==> src/rtl/io_irq_hub.sv <==
// Interrupt hub: registered src, edge/level pending, lowest-index priority, IDLE/REQ/CLR handshake.
// Reads return one cycle after r_en; writes land one cycle after w_en; no backpressure (strobe-driven bus).
module io_irq_hub #(
  parameter logic [7:0] IRQ_ADDRESS = 8'hC0,
  parameter int         NUM_SRC     = 4
) (
  input  logic               clk,
  input  logic               rst,
  input  logic [7:0]         din,
  input  logic [7:0]         address,
  input  logic               w_en,
  input  logic               r_en,
  output logic [7:0]         dout,
  input  logic [NUM_SRC-1:0] src,
  output logic [NUM_SRC-1:0] src_clr,
  output logic               irq,
  input  logic               irq_ack,
  output logic [2:0]         irq_vector
);

  localparam logic [7:0] ADDR_EN   = IRQ_ADDRESS;
  localparam logic [7:0] ADDR_PEND = IRQ_ADDRESS + 8'd1;
  localparam logic [7:0] ADDR_MODE = IRQ_ADDRESS + 8'd2;
  localparam logic [7:0] ADDR_VEC  = IRQ_ADDRESS + 8'd3;

  typedef enum logic [1:0] {
    S_IDLE = 2'd0,
    S_REQ  = 2'd1,
    S_CLR  = 2'd2
  } state_t;

  state_t             state_q, state_d;
  logic [NUM_SRC-1:0] en_q, en_d;
  logic [NUM_SRC-1:0] pend_q, pend_d;
  logic [NUM_SRC-1:0] mode_q, mode_d;
  logic [NUM_SRC-1:0] src_q, src_d;
  logic [NUM_SRC-1:0] src_prev_q, src_prev_d;
  logic [2:0]         vec_q, vec_d;
  logic [7:0]         dout_q, dout_d;

  logic [NUM_SRC-1:0] set_bits;
  logic [NUM_SRC-1:0] clr_bits;
  logic [NUM_SRC-1:0] active;
  logic [NUM_SRC-1:0] vec_oh;
  logic               vec_hit;
  logic [2:0]         sel;
  logic [7:0]         rd_val;
  logic               unused_din;

  // din bits at or above NUM_SRC are deliberately dropped.
  assign unused_din = ^din;

  always_comb begin
    active  = pend_q & en_q;
    vec_oh  = '0;
    sel     = '0;
    src_clr = '0;
    for (int i = NUM_SRC - 1; i >= 0; i--) begin
      if (active[i]) sel = 3'(i);
    end
    for (int i = 0; i < NUM_SRC; i++) begin
      vec_oh[i]  = (vec_q == 3'(i));
      src_clr[i] = (state_q == S_CLR) && (vec_q == 3'(i));
    end
    vec_hit = |(active & vec_oh);
  end

  always_comb begin
    rd_val = '0;
    if (address == ADDR_EN) begin
      rd_val[NUM_SRC-1:0] = en_q;
    end else if (address == ADDR_PEND) begin
      rd_val[NUM_SRC-1:0] = pend_q;
    end else if (address == ADDR_MODE) begin
      rd_val[NUM_SRC-1:0] = mode_q;
    end else if (address == ADDR_VEC) begin
      rd_val = {(state_q == S_REQ), 4'b0000, vec_q};
    end
  end

  always_comb begin
    src_d      = src;
    src_prev_d = src_q;
    en_d       = en_q;
    mode_d     = mode_q;
    state_d    = state_q;
    vec_d      = vec_q;
    dout_d     = r_en ? rd_val : 8'h00;
    clr_bits   = '0;
    set_bits   = (src_q & ~src_prev_q & mode_q) | (src_q & ~mode_q);

    if (w_en) begin
      if (address == ADDR_EN)   en_d     = din[NUM_SRC-1:0];
      if (address == ADDR_MODE) mode_d   = din[NUM_SRC-1:0];
      if (address == ADDR_PEND) clr_bits = din[NUM_SRC-1:0];
    end

    case (state_q)
      S_IDLE: begin
        if (|active) begin
          vec_d   = sel;
          state_d = S_REQ;
        end
      end
      S_REQ: begin
        // Losing the serviced bit before ack withdraws the request.
        if (!vec_hit) begin
          state_d = S_IDLE;
        end else if (irq_ack) begin
          clr_bits = clr_bits | vec_oh;
          state_d  = S_CLR;
        end
      end
      S_CLR:   state_d = S_IDLE;
      default: state_d = S_IDLE;
    endcase

    // A set in the same cycle as a clear keeps the bit pending.
    pend_d = (pend_q & ~clr_bits) | set_bits;
  end

  always_ff @(posedge clk) begin
    if (rst) begin
      state_q    <= S_IDLE;
      en_q       <= '0;
      pend_q     <= '0;
      mode_q     <= '0;
      src_q      <= '0;
      src_prev_q <= '0;
      vec_q      <= '0;
      dout_q     <= '0;
    end else begin
      state_q    <= state_d;
      en_q       <= en_d;
      pend_q     <= pend_d;
      mode_q     <= mode_d;
      src_q      <= src_d;
      src_prev_q <= src_prev_d;
      vec_q      <= vec_d;
      dout_q     <= dout_d;
    end
  end

  assign irq        = (state_q == S_REQ);
  assign irq_vector = vec_q;
  assign dout       = dout_q;

endmodule

==> config.mk <==
export PLATFORM = sky130hd
export DESIGN_NAME = io_irq_hub
export DESIGN_NICKNAME = d
export VERILOG_FILES = /design/src/rtl/io_irq_hub.sv
export SDC_FILE = /design/constraint.sdc
export NUM_CORES = 1
export LEC_CHECK = 0
export ABC_CLOCK_PERIOD_IN_PS = 2000
export CAP_MARGIN = 5
export CORE_MARGIN = 2
export CORE_UTILIZATION = 43
export DETAILED_ROUTE_END_ITERATION = 7
export GPL_TIMING_DRIVEN = 0
export PLACE_DENSITY_LB_ADDON = 0.1
export REMOVE_ABC_BUFFERS = 1
export SLEW_MARGIN = 20
export SYNTH_ARGS = -nofsm -noshare
export SYNTH_HDL_FRONTEND = slang
export SYNTH_SLANG_ARGS = --single-unit
==> constraint.sdc <==
create_clock -name clk -period 2 [get_ports clk]
set_input_delay 0.4 -clock clk [delete_from_list [all_inputs] [get_ports clk]]
set_output_delay 0.4 -clock clk [all_outputs]
set_load 0.005 [all_outputs]
==> metrics.md <==
| Metric | Value |
|---|---|
| Total clock buffers created by CTS | 5 |
| Post-synthesis average cell area | between 8 and 9 um2 |
| Setup violators final | 0 |
| Number of synthesized flops with an enable pin | 0 |
| Drt via density | ~5.3 |
| Final worst path period need | 1898 ps |
| Total congestion overflow | 0 |
| Die Y | 59.25 um |
| CP Class | reg2out |
| Pint | about 940 uW |
| Via count | roughly 1100 |
| Max Cap Viol | 0 |
| First-pass GRT wire length | roughly 4700 um |
| Top_reg_cell synth | dfxtp_1 |
| Tot GR Track Use | 18.32% |
| RePlAce Congestion | about 0.91 |
| Fillers | ~270 |
| Max_slew headroom | about two fifths |
| Fraction of layout cells with a size suffix above 1 | 7.821% |
| Synth unique cells | 33 |
| Worst Tran Pin Value | ~900 ps |
| YS warnings | 0 |
| Starting density of the core | 44.08% |
| Count of pins over their slew limit | 0 |
| Port Buffers | 32 |
| TritonCTS clock tree | done |
| Switching pwr | between 200 and 300 uW |
| Core Area | between 2000 and 3000 um2 |
| LEAKAGE | ~0.70 nW |
| Clock transition at path regs | 90 ps |
| Rows | 20 |
| Die Wd | about 59 um |
| Htree depth | 2 |
| Dpl ws | -567.3 ps |
| Type of the tightest min-delay check | reg2reg |
| DP HPWL | about 2000 um |
| Power, Total | approximately 1.2 mW |
| Switching share of power | 21.10% |
| PwrDens | around 690 nW/um2 |
| Drt initial violations | 35 |
| Clock latency on the worst-skew pair | between 300 and 400 ps |
| Fmax | 0.5268 GHz |
| Crit path max fanout | 4 |
| Routed Antenna Nets | 0 |
| WP data arrival | 1500 ps |
| Worst Path Required | approximately 1600 ps |
| Drt drc | 0 |
| Final WL | approximately 2800 um |
| Die area | 3511 um2 |
| Antenna diodes | 0 |
| Final worst-path cycle share | between 90% and 100% |
| CTS root buf | clkbuf_4 |
| Setup Skew | between 5 and 6 ps |
| DR WL/cell | between 10 and 15 um |
| Dominant cell type by area after synthesis | dfxtp_1 |
| CP Launch Type | register |
| Yosys reg bits | 29 |
| Cell Area, Synth | approximately 1300 um2 |
| Syn Inst Count | 146 |
| Initial antenna violation count | 0 |
| Vias in the first global route | ~1000 |
| Area Growth Syn to Fin | 32.60% |
| Top cell type's share of synthesized area | approximately 44% |
| Nets@finish | 203 |
| CTS max path bufs | 2 |
| Seq pwr share | between 50 and 60% |
| Final WS setup | a little over 100 ps |
| Ports | just over 40 |
| VDD IR max | 398.9 uV |
| Final hold viol count | 0 |
| Comb power frac | ~7.5% |
| Status | finished clean |
| Pin count of the biggest net entering global routing | 27 |
| Clk sink count | 29 |
| DR pass1 iterations | 4 |
| Async SR Flop Fraction | 0% |
| Setup Fix Bufs, Post-CTS | 0 |
| Final TNS setup | 0 ps |
| CP endpoint kind | output port |
| Top post-synthesis cells by area | dfxtp_1 44%, mux2i_1 7.6%, nor2b_1 6.7%, nand2_1 4.9%, nor2_1 4.6% |
| Clock group share of total power | a little over two fifths |
| Post-synthesis sequential area ratio | between 40% and 50% |
## synthesized netlist by cell type (2+ instances only)
cell	number
nor4_1	2
o211ai_1	3
mux2i_1	10
nand2b_1	4
a21oi_1	2
nor2_1	16
o21ai_0	5
nor2b_1	14
dfxtp_1	29
nand2_1	17
a211oi_1	3
a22o_1	3
nand4b_1	2
clkbuf_1	5
buf_4	4
inv_1	3
a32o_1	4
nor3b_1	3
nand3_1	3
## cell type report
class / instances / area (um2) / share of cell area (%)
Multi-Input combinational cell: 107 / 689.4 / 39.61
Sequential cell: 29 / 585.6 / 33.64
Timing Repair Buffer: 32 / 324.1 / 18.62
Clock buffer: 6 / 51.30 / 2.948
Tap cell: 33 / 41.29 / 2.372
Clock inverter: 2 / 37.54 / 2.157
Inverter: 3 / 11.26 / 0.6470
## state kept, by name (all words and copies together), names as in the netlist
signal / cells
en_q: 4
mode_q: 4
src_prev_q: 4
src_prev_d: 4
dout: 5
pend_q: 4
state_q: 2
irq_vector: 2
## power groups by stage
stage	registers, mW	clock network (mW)	logic [mW]
2_1_floorplan	0.611	0	0.0310
3_3_place_gp	0.615	0	0.0879
3_5_place_dp	0.614	0	0.0895
4_1_cts	0.601	0.520	0.0902
5_1_grt	0.602	0.555	0.0987
6_report	0.600	0.503	0.0894
## routing by layer
metal  vias up  track usage (%)  share of wire, %
met5         -                0                 0
met4         0            8.442               2.0
met3        10            7.424               5.9
met2        36            27.00                46
met1       502            23.30                46
li1        566                -                 -
## worst max-delay path: stages, from the launching register on
cell	delay [ps]
dfxtp_1	320
nand2b_1	200
nor3_2	130
clkdlybuf4s50_1	510
## path summary, 6_finish.rpt
path	startpoint	to	slack (ps)	depth (start not counted)
setup / recovery	state_q[0]	src_clr[0]	100	3
hold / removal	src_prev_d[0]	src_prev_q[0]	470	1
setup reg to reg	state_q[0]	pend_q[2]	610	4
hold reg to reg	src_prev_d[0]	src_prev_q[0]	470	1
## stage by stage
step	hold slack [ps]	std cells	util (%)	cell area [um2]
final	472.8	212	58.45	1740
after global routing	490.7	212	58.45	1740
after CTS	478.5	212	58.03	1728
after detailed placement	461.2	204	54.79	1632
after global placement	455.5	204	54.79	1632
after floorplan	443.4	139	-	1270
## cell families (layout without fill, tap and decap cells)
group | count (synthesis) | count (layout) | synth area share [%]
other | 1 | 4 | 0.2857
DFF | 29 | 29 | 44.23
buffers and inverters | 13 | 43 | 4.957
AOI/OAI and AO/OA | 22 | 22 | 12.30
muxes | 10 | 10 | 7.627
and+or+nand+nor | 71 | 71 | 30.60
## cell usage in the layout, fill, tap and decap left out, types with 2 or more instances in the layout
master,instances
nand4b_1,2
nor4_2,2
o21ai_0,5
nor2_1,16
a22o_1,3
clkbuf_4,5
mux2i_1,10
nor2b_1,14
nand3_1,3
o211ai_1,3
nand2_1,17
nand2b_1,4
inv_1,3
a211oi_1,3
dfxtp_1,27
nor3b_1,3
a21oi_1,2
clkdlybuf4s50_1,29
a32o_1,4
conb_1,4
dlymetal6s2s_1,2
## repair_timing
action	in CTS	in global routing
endpoints found under the setup margin	8	4
resized for setup	4	4
hold buffers	0	0
gates cloned	0	0
Power figures use the tool's default switching activity.
